[src/rtl/riscv_pkg.sv]
// Shared RV32I types, opcode/ALU encodings and pipeline-register layouts
// used by the decode stage and its helper blocks.
package riscv_pkg;

  localparam int XLEN           = 32;
  localparam int ILEN           = 32;
  localparam int REG_ADDR_WIDTH = 5;
  localparam int NUM_REGS       = 1 << REG_ADDR_WIDTH;

  typedef enum logic [6:0] {
    OPC_LUI    = 7'b0110111,
    OPC_AUIPC  = 7'b0010111,
    OPC_JAL    = 7'b1101111,
    OPC_JALR   = 7'b1100111,
    OPC_BRANCH = 7'b1100011,
    OPC_LOAD   = 7'b0000011,
    OPC_STORE  = 7'b0100011,
    OPC_OP_IMM = 7'b0010011,
    OPC_OP     = 7'b0110011
  } opcode_e;

  typedef enum logic [3:0] {
    ALU_ADD    = 4'd0,
    ALU_SUB    = 4'd1,
    ALU_SLL    = 4'd2,
    ALU_SLT    = 4'd3,
    ALU_SLTU   = 4'd4,
    ALU_XOR    = 4'd5,
    ALU_SRL    = 4'd6,
    ALU_SRA    = 4'd7,
    ALU_OR     = 4'd8,
    ALU_AND    = 4'd9,
    ALU_PASS_B = 4'd10
  } alu_op_e;

  // All-zero encodes a bubble: no register write, no memory access.
  typedef struct packed {
    logic    reg_write;
    logic    mem_read;
    logic    mem_write;
    logic    mem_to_reg;
    logic    alu_src;
    logic    use_pc;
    logic    branch;
    logic    jump;
    alu_op_e alu_op;
  } ctrl_signals_t;

  typedef struct packed {
    logic [XLEN-1:0] pc;
    logic [ILEN-1:0] instruction;
    logic            valid_if_id;
  } if_id_reg_t;

  typedef struct packed {
    logic [XLEN-1:0]           pc;
    logic [XLEN-1:0]           rs1_data;
    logic [XLEN-1:0]           rs2_data;
    logic [XLEN-1:0]           immediate;
    logic [REG_ADDR_WIDTH-1:0] rs1_addr;
    logic [REG_ADDR_WIDTH-1:0] rs2_addr;
    logic [REG_ADDR_WIDTH-1:0] rd_addr;
    logic [2:0]                funct3_for_branch;
    ctrl_signals_t             ctrl;
    logic                      valid_id_ex;
  } id_ex_reg_t;

  function automatic alu_op_e alu_op_from_funct(input logic [2:0] funct3,
                                                input logic       funct7_b5,
                                                input logic       is_reg_op);
    alu_op_e op;
    case (funct3)
      3'b000:  op = (is_reg_op && funct7_b5) ? ALU_SUB : ALU_ADD;
      3'b001:  op = ALU_SLL;
      3'b010:  op = ALU_SLT;
      3'b011:  op = ALU_SLTU;
      3'b100:  op = ALU_XOR;
      3'b101:  op = funct7_b5 ? ALU_SRA : ALU_SRL;
      3'b110:  op = ALU_OR;
      default: op = ALU_AND;
    endcase
    return op;
  endfunction

endpackage

[src/rtl/decoder.sv]
// Opcode/funct decoder producing the control bundle for the EX stage.
// Unknown opcodes decode to an all-zero (bubble-like) control word.
module decoder
  import riscv_pkg::*;
(
  input  logic [6:0]    i_opcode,
  input  logic [2:0]    i_funct3,
  input  logic          i_funct7_b5,
  output ctrl_signals_t o_ctrl
);

  opcode_e w_opcode;
  assign w_opcode = opcode_e'(i_opcode);

  always_comb begin
    o_ctrl = '0;
    case (w_opcode)
      OPC_LUI: begin
        o_ctrl.reg_write = 1'b1;
        o_ctrl.alu_src   = 1'b1;
        o_ctrl.alu_op    = ALU_PASS_B;
      end
      OPC_AUIPC: begin
        o_ctrl.reg_write = 1'b1;
        o_ctrl.alu_src   = 1'b1;
        o_ctrl.use_pc    = 1'b1;
      end
      OPC_JAL: begin
        o_ctrl.reg_write = 1'b1;
        o_ctrl.jump      = 1'b1;
        o_ctrl.use_pc    = 1'b1;
      end
      OPC_JALR: begin
        o_ctrl.reg_write = 1'b1;
        o_ctrl.jump      = 1'b1;
        o_ctrl.alu_src   = 1'b1;
      end
      OPC_BRANCH: begin
        o_ctrl.branch = 1'b1;
        o_ctrl.alu_op = ALU_SUB;
      end
      OPC_LOAD: begin
        o_ctrl.reg_write  = 1'b1;
        o_ctrl.mem_read   = 1'b1;
        o_ctrl.mem_to_reg = 1'b1;
        o_ctrl.alu_src    = 1'b1;
      end
      OPC_STORE: begin
        o_ctrl.mem_write = 1'b1;
        o_ctrl.alu_src   = 1'b1;
      end
      OPC_OP_IMM: begin
        o_ctrl.reg_write = 1'b1;
        o_ctrl.alu_src   = 1'b1;
        o_ctrl.alu_op    = alu_op_from_funct(i_funct3, i_funct7_b5, 1'b0);
      end
      OPC_OP: begin
        o_ctrl.reg_write = 1'b1;
        o_ctrl.alu_op    = alu_op_from_funct(i_funct3, i_funct7_b5, 1'b1);
      end
      default: o_ctrl = '0;
    endcase
  end

endmodule

[src/rtl/imm_gen.sv]
// Sign-extended immediate extraction for the I/S/B/U/J formats;
// R-type and unknown opcodes yield zero.
module imm_gen
  import riscv_pkg::*;
(
  input  logic [ILEN-1:0] i_instr,
  output logic [XLEN-1:0] o_imm
);

  opcode_e w_opcode;
  assign w_opcode = opcode_e'(i_instr[6:0]);

  always_comb begin
    o_imm = '0;
    case (w_opcode)
      OPC_OP_IMM, OPC_LOAD, OPC_JALR:
        o_imm = {{20{i_instr[31]}}, i_instr[31:20]};
      OPC_STORE:
        o_imm = {{20{i_instr[31]}}, i_instr[31:25], i_instr[11:7]};
      OPC_BRANCH:
        o_imm = {{19{i_instr[31]}}, i_instr[31], i_instr[7], i_instr[30:25], i_instr[11:8], 1'b0};
      OPC_LUI, OPC_AUIPC:
        o_imm = {i_instr[31:12], 12'b0};
      OPC_JAL:
        o_imm = {{11{i_instr[31]}}, i_instr[31], i_instr[19:12], i_instr[20], i_instr[30:21], 1'b0};
      default: o_imm = '0;
    endcase
  end

endmodule

[src/rtl/load_use_detect.sv]
// Flags a load in the ID/EX register whose destination matches either source
// field of the instruction now in ID. rs2 is compared for every format.
module load_use_detect
  import riscv_pkg::*;
(
  input  logic [REG_ADDR_WIDTH-1:0] i_rs1,
  input  logic [REG_ADDR_WIDTH-1:0] i_rs2,
  input  logic                      i_if_valid,
  input  logic                      i_ex_valid,
  input  logic                      i_ex_mem_read,
  input  logic [REG_ADDR_WIDTH-1:0] i_ex_rd,
  output logic                      o_hazard
);

  logic w_rd_match;

  assign w_rd_match = (i_ex_rd != '0) && ((i_ex_rd == i_rs1) || (i_ex_rd == i_rs2));
  assign o_hazard   = i_if_valid && i_ex_valid && i_ex_mem_read && w_rd_match;

endmodule

[src/rtl/regfile.sv]
// 32-entry integer register file: synchronous write, combinational read,
// x0 hard-wired to zero, contents cleared by reset.
module regfile
  import riscv_pkg::*;
(
  input  logic                      clk,
  input  logic                      reset,
  input  logic [REG_ADDR_WIDTH-1:0] i_rs1_addr,
  input  logic [REG_ADDR_WIDTH-1:0] i_rs2_addr,
  output logic [XLEN-1:0]           o_rs1_data,
  output logic [XLEN-1:0]           o_rs2_data,
  input  logic                      i_wr_en,
  input  logic [REG_ADDR_WIDTH-1:0] i_wr_addr,
  input  logic [XLEN-1:0]           i_wr_data
);

  logic [XLEN-1:0] r_regs [NUM_REGS];

  always_ff @(posedge clk) begin
    if (reset) begin
      for (int i = 0; i < NUM_REGS; i++) begin
        r_regs[i] <= '0;
      end
    end else if (i_wr_en && (i_wr_addr != '0)) begin
      r_regs[i_wr_addr] <= i_wr_data;
    end
  end

  // Operands are needed in the decode cycle itself, so the read stays asynchronous.
  assign o_rs1_data = (i_rs1_addr == '0) ? '0 : r_regs[i_rs1_addr];
  assign o_rs2_data = (i_rs2_addr == '0) ? '0 : r_regs[i_rs2_addr];

endmodule

[src/rtl/id_stage_pipe.sv]
// Registered decode stage between IF/ID and EX: backpressure, redirect flush,
// load-use bubble insertion, optional WB->ID bypass and a saturating stall count.
module id_stage_pipe
  import riscv_pkg::*;
#(
  parameter int WB_BYPASS = 1,
  parameter int HAZARD_EN = 1,
  parameter int CNT_WIDTH = 16
) (
  input  logic                      clk,
  input  logic                      reset,
  input  if_id_reg_t                if_id_in,
  output logic                      id_ready,
  input  logic                      ex_ready,
  input  logic                      flush,
  input  logic [REG_ADDR_WIDTH-1:0] wb_rd_addr,
  input  logic [XLEN-1:0]           wb_wr_data,
  input  logic                      wb_reg_wr,
  output id_ex_reg_t                id_ex_out,
  output logic [CNT_WIDTH-1:0]      stall_cnt
);

  logic [1:0][REG_ADDR_WIDTH-1:0] w_src_addr;
  logic [1:0][XLEN-1:0]           w_rf_data;
  logic [1:0][XLEN-1:0]           w_src_data;
  logic [REG_ADDR_WIDTH-1:0]      w_rd_addr;
  ctrl_signals_t                  w_ctrl;
  logic [XLEN-1:0]                w_imm;
  logic                           w_raw_hazard;
  logic                           w_hazard;
  id_ex_reg_t                     w_decoded;

  id_ex_reg_t                     r_id_ex;
  logic [CNT_WIDTH-1:0]           r_stall_cnt;

  assign w_src_addr[0] = if_id_in.instruction[19:15];
  assign w_src_addr[1] = if_id_in.instruction[24:20];
  assign w_rd_addr     = if_id_in.instruction[11:7];

  regfile u_regfile (
    .clk        (clk),
    .reset      (reset),
    .i_rs1_addr (w_src_addr[0]),
    .i_rs2_addr (w_src_addr[1]),
    .o_rs1_data (w_rf_data[0]),
    .o_rs2_data (w_rf_data[1]),
    .i_wr_en    (wb_reg_wr),
    .i_wr_addr  (wb_rd_addr),
    .i_wr_data  (wb_wr_data)
  );

  // The regfile write lands at the same edge as this decode, so forward it.
  for (genvar gi = 0; gi < 2; gi++) begin : g_src
    if (WB_BYPASS != 0) begin : g_bypass
      assign w_src_data[gi] = (wb_reg_wr && (wb_rd_addr != '0) && (wb_rd_addr == w_src_addr[gi]))
                              ? wb_wr_data : w_rf_data[gi];
    end else begin : g_direct
      assign w_src_data[gi] = w_rf_data[gi];
    end
  end

  decoder u_decoder (
    .i_opcode    (if_id_in.instruction[6:0]),
    .i_funct3    (if_id_in.instruction[14:12]),
    .i_funct7_b5 (if_id_in.instruction[30]),
    .o_ctrl      (w_ctrl)
  );

  imm_gen u_imm_gen (
    .i_instr (if_id_in.instruction),
    .o_imm   (w_imm)
  );

  load_use_detect u_load_use_detect (
    .i_rs1         (w_src_addr[0]),
    .i_rs2         (w_src_addr[1]),
    .i_if_valid    (if_id_in.valid_if_id),
    .i_ex_valid    (r_id_ex.valid_id_ex),
    .i_ex_mem_read (r_id_ex.ctrl.mem_read),
    .i_ex_rd       (r_id_ex.rd_addr),
    .o_hazard      (w_raw_hazard)
  );

  assign w_hazard = (HAZARD_EN != 0) ? w_raw_hazard : 1'b0;
  assign id_ready = flush || (ex_ready && !w_hazard);

  always_comb begin
    w_decoded                   = '0;
    w_decoded.pc                = if_id_in.pc;
    w_decoded.rs1_data          = w_src_data[0];
    w_decoded.rs2_data          = w_src_data[1];
    w_decoded.immediate         = w_imm;
    w_decoded.rs1_addr          = w_src_addr[0];
    w_decoded.rs2_addr          = w_src_addr[1];
    w_decoded.rd_addr           = w_rd_addr;
    w_decoded.funct3_for_branch = if_id_in.instruction[14:12];
    w_decoded.ctrl              = w_ctrl;
    w_decoded.valid_id_ex       = if_id_in.valid_if_id;
  end

  // Flush outranks hazard and backpressure; a stalled EX freezes everything.
  always_ff @(posedge clk) begin
    if (reset) begin
      r_id_ex     <= '0;
      r_stall_cnt <= '0;
    end else if (flush) begin
      r_id_ex.valid_id_ex <= 1'b0;
    end else if (ex_ready && w_hazard) begin
      r_id_ex.valid_id_ex <= 1'b0;
      r_id_ex.ctrl        <= '0;
      if (r_stall_cnt != '1) begin
        r_stall_cnt <= r_stall_cnt + 1'b1;
      end
    end else if (ex_ready) begin
      r_id_ex <= w_decoded;
    end
  end

  assign id_ex_out = r_id_ex;
  assign stall_cnt = r_stall_cnt;

endmodule

[config.mk]
export PLATFORM = sky130hd
export DESIGN_NAME = id_stage_pipe
export DESIGN_NICKNAME = d
export VERILOG_FILES = /design/src/rtl/riscv_pkg.sv /design/src/rtl/decoder.sv /design/src/rtl/imm_gen.sv /design/src/rtl/load_use_detect.sv /design/src/rtl/regfile.sv /design/src/rtl/id_stage_pipe.sv
export SDC_FILE = /design/constraint.sdc
export NUM_CORES = 2
export LEC_CHECK = 0
export BUFFER_PORTS_ARGS = -buffer_cell sky130_fd_sc_hd__buf_2
export CELL_PAD_IN_SITES_DETAIL_PLACEMENT = 1
export CELL_PAD_IN_SITES_GLOBAL_PLACEMENT = 2
export CORE_ASPECT_RATIO = 1.75
export CORE_MARGIN = 5
export CORE_UTILIZATION = 48
export DETAILED_ROUTE_END_ITERATION = 10
export HOLD_SLACK_MARGIN = 0.1
export PLACE_DENSITY_LB_ADDON = 0.1
export SLEW_MARGIN = 20
export SYNTH_ARGS = -nofsm -noshare
export SYNTH_HDL_FRONTEND = slang
export SYNTH_HIERARCHICAL = 1
export SYNTH_SLANG_ARGS = --single-unit
[constraint.sdc]
create_clock -name clk -period 3.8 [get_ports clk]
set_input_delay 0.38 -clock clk [delete_from_list [all_inputs] [get_ports clk]]
set_output_delay 0.38 -clock clk [all_outputs]
set_load 0.01 [all_outputs]
==> reports/results.ini <==
[floorplan]
row_count = 175
die_height_um = 489
coreArea_sq_um = 130000
dieArea_sq_um = 139000
initial_core_util_pct = 48.3
chipWidth_um = 284
pin_count = 283

[layout]
nFillCells = 12552
drive_gt1_share_pct = 27.2
fin_nets = 4913
areaGrowthSynthToFinish_pct = 13.4

[placed_design]
gp_congestion = 0.860
dp_hpwl_um = 152000
dp_slack_ps = 91.3
io_buffer_count = 282

[route]
drt-initial-drc-count = 4491
vias = 43852
ant_nets = 0
vias_per_cell = 6.65
wl_per_cell_um = 35.4
dr.pass1.iters = 5
wl_um = 233000
drc = 0

[status]
status = finished, final reports clean

[setup_path]
cp_data_required_time_ps = 3420
reg2reg_slack_ps = 170
crit_path_end_kind = primary output
cp_max_fo = 31
worstSetupStartpointType = input pin
critPathArrivalTime_ps = 3290
path_class = input pin to primary output

[synth]
ys_async_sr_fraction_pct = 0
netlist_area_sq_um = 62900
synth_top_family_by_area = multiplexers
syn_avg_cell_area_sq_um = 13.8
synthSimpleGateAreaFrac_pct = 14.4
synth_seq_cells = 1199
synth_most_common_cell = edfxtp_1
yosysTopAreaCellShare_pct = 48.9
seq_area_frac_synth_pct = 54.5
synth_mux_area_share_pct = 19.9
yosysTopAreaCell = edfxtp_1
synth_flop_cell = edfxtp_1
synth_common_cells = 1,024 x edfxtp_1, 995 x and2_1, 472 x mux4_2
synth.distinct_cells = 79
synth_cells = 4558
synthXorXnorAreaFrac_pct = 0.279
synth_compound_area_share_pct = 7.15
synth_edf_count = 1024
yosys_warnings = 6
synth_fa_ha_area_share_pct = 0.0199
synth_area_leaders = edfxtp_1 49%, mux4_2 17%, and2_1 9.9%

[pwr]
power_frac_clock_pct = 37.5
internal_power_mw = 23.1
switching_share_pct = 25.8
comb_power_share_pct = 13.1
p_per_area_nw_per_um2 = 437
vdd_drop_max_mv = 0.369
p_sw_mw = 8.03
p_leak_nw = 25.3
seqPwrFrac_pct = 49.3

[clocking]
h-tree-depth = 3
cts_tree = built
post_cts_buffers = 0
clockBufferDepth = 3
clockRootBuffer = clkbuf_16
clock_sinks = 1199
path_clk_slew_ps = 60
clkLatencyLatePin_ps = 750
cts_buffers = 115

[global_route]
grt_pass1_wl_um = 332000
grt_max_degree = 123
gr-total-overflow = 0
grt_pass1_vias = 46234
antenna_found_initial = 11
grt_usage_pct = 33.0

[timing]
rsz0062_at_grt = false
fmax_mhz = 273
finalSetupTns_ps = 0
finalSetupViolations = 0
period_minus_slack_ps = 3670
tightest_slew_ps = 1190
timing.final.crit_share_pct = 96.5
finClkSkew_ps = 22.8
setup_ws_ps = 134
max-slew-margin-rel_pct = 20.2
final_hold_viol_count = 0
slew_violations = 0

[job]
drv_cap = 0

[worst_hold_path]
hold_class = input pin to register

==> power by group through the flow <==
stage               combinational [mW]  sequential (mW)  clock [mW]
floorplan                         2.38             15.5           0
global placement                  3.95             15.6           0
detailed placement                4.00             15.6           0
CTS                               4.06             15.4        11.9
global route                      4.25             15.4        12.4
finish                            4.10             15.4        11.7
==> layout make-up <==
class	instances	area, sq um	share of cell area [%]
Antenna cell	15	37.5	0.0527
Clock buffer	146	3140	4.41
Clock inverter	67	599	0.841
Inverter	7	26.3	0.0369
Multi-Input combinational cell	2888	26500	37.2
Sequential cell	1199	34300	48.1
Tap cell	1681	2100	2.95
Timing Repair Buffer	594	4570	6.41
==> repair_timing <==
| item | CTS | global route |
|---|---|---|
| gates resized for setup | 0 | 0 |
| hold buffers | 59 | 0 |
| endpoints found under the setup margin | 0 | 0 |
| endpoints found under the hold margin | 75 | 0 |
==> kinds of logic after synthesis <==
kind of cell / count (synthesis)
AND/OR/NAND/NOR: 1568
flip-flops: 1199
multiplexers: 657
AO/OA/AOI/OAI: 610
buffers and inverters: 502
XOR/XNOR: 20
adder cells (fa/ha/maj): 1
other: 1
==> worst paths after layout <==
kind                        from        endpoint  depth (start not counted)
setup / recovery    if_id_in[17]        id_ready                          8
hold / removal      if_id_in[20]   id_ex_out[30]                          4
setup reg to reg   id_ex_out[18]   id_ex_out[20]                         10
hold reg to reg   id_ex_out[153]  id_ex_out[153]                          2
==> stage by stage <==
step | instance area [sq um] | std cells | util (%) | hold slack, ps | power (mW)
2_1_floorplan | 63000 | 4589 | - | 459 | 17.9
3_5_place_dp | 66900 | 6310 | 51.4 | 444 | 19.6
6_report | 71300 | 6597 | 54.8 | 164 | 31.2
3_3_place_gp | 66900 | 6310 | 51.4 | 439 | 19.5
4_1_cts | 71200 | 6582 | 54.8 | 120 | 31.3
5_1_grt | 71200 | 6585 | 54.8 | 126 | 32.1
==> flip-flops by register name, summed over array words and instances (netlist names) <==
| signal | count |
|---|---|
| u_regfile/r_regs | 1024 |
| id_ex_out | 159 |
| stall_cnt | 16 |
==> cells in the final DEF, fill, tap and decap left out, types with 93 or more instances in the layout <==
| cell | netlist | final |
|---|---|---|
| buf_2 | 63 | 275 |
| nor2_1 | 128 | 93 |
| edfxtp_1 | 1024 | 1024 |
| nand2_1 | 184 | 183 |
| dfxtp_1 | 175 | 175 |
| o22ai_1 | 103 | 103 |
| a21oi_1 | 124 | 124 |
| buf_4 | 42 | 205 |
| clkbuf_16 | 0 | 118 |
| and2_1 | 995 | 994 |
| mux4_2 | 472 | 472 |
| mux2i_1 | 153 | 153 |
==> critical path, cell delays in order <==
cell and delay [ps]:
dlygate4sd3_1 570, buf_8 400, xnor2_1 180, nand3_1 100, a21oi_1 680, inv_1 530
a21o_1 310, buf_2 140
==> metal layers <==
metal / vias to the layer above / track usage [%] / share of wire (%)
met5: - / 0 / 0.013
met4: 4 / 14.1 / 4.6
met3: 570 / 5.15 / 7.2
met2: 2252 / 59.7 / 52
met1: 23085 / 39.2 / 36
li1: 17941 / - / -
No activity file was read; power rests on OpenSTA's default activity.
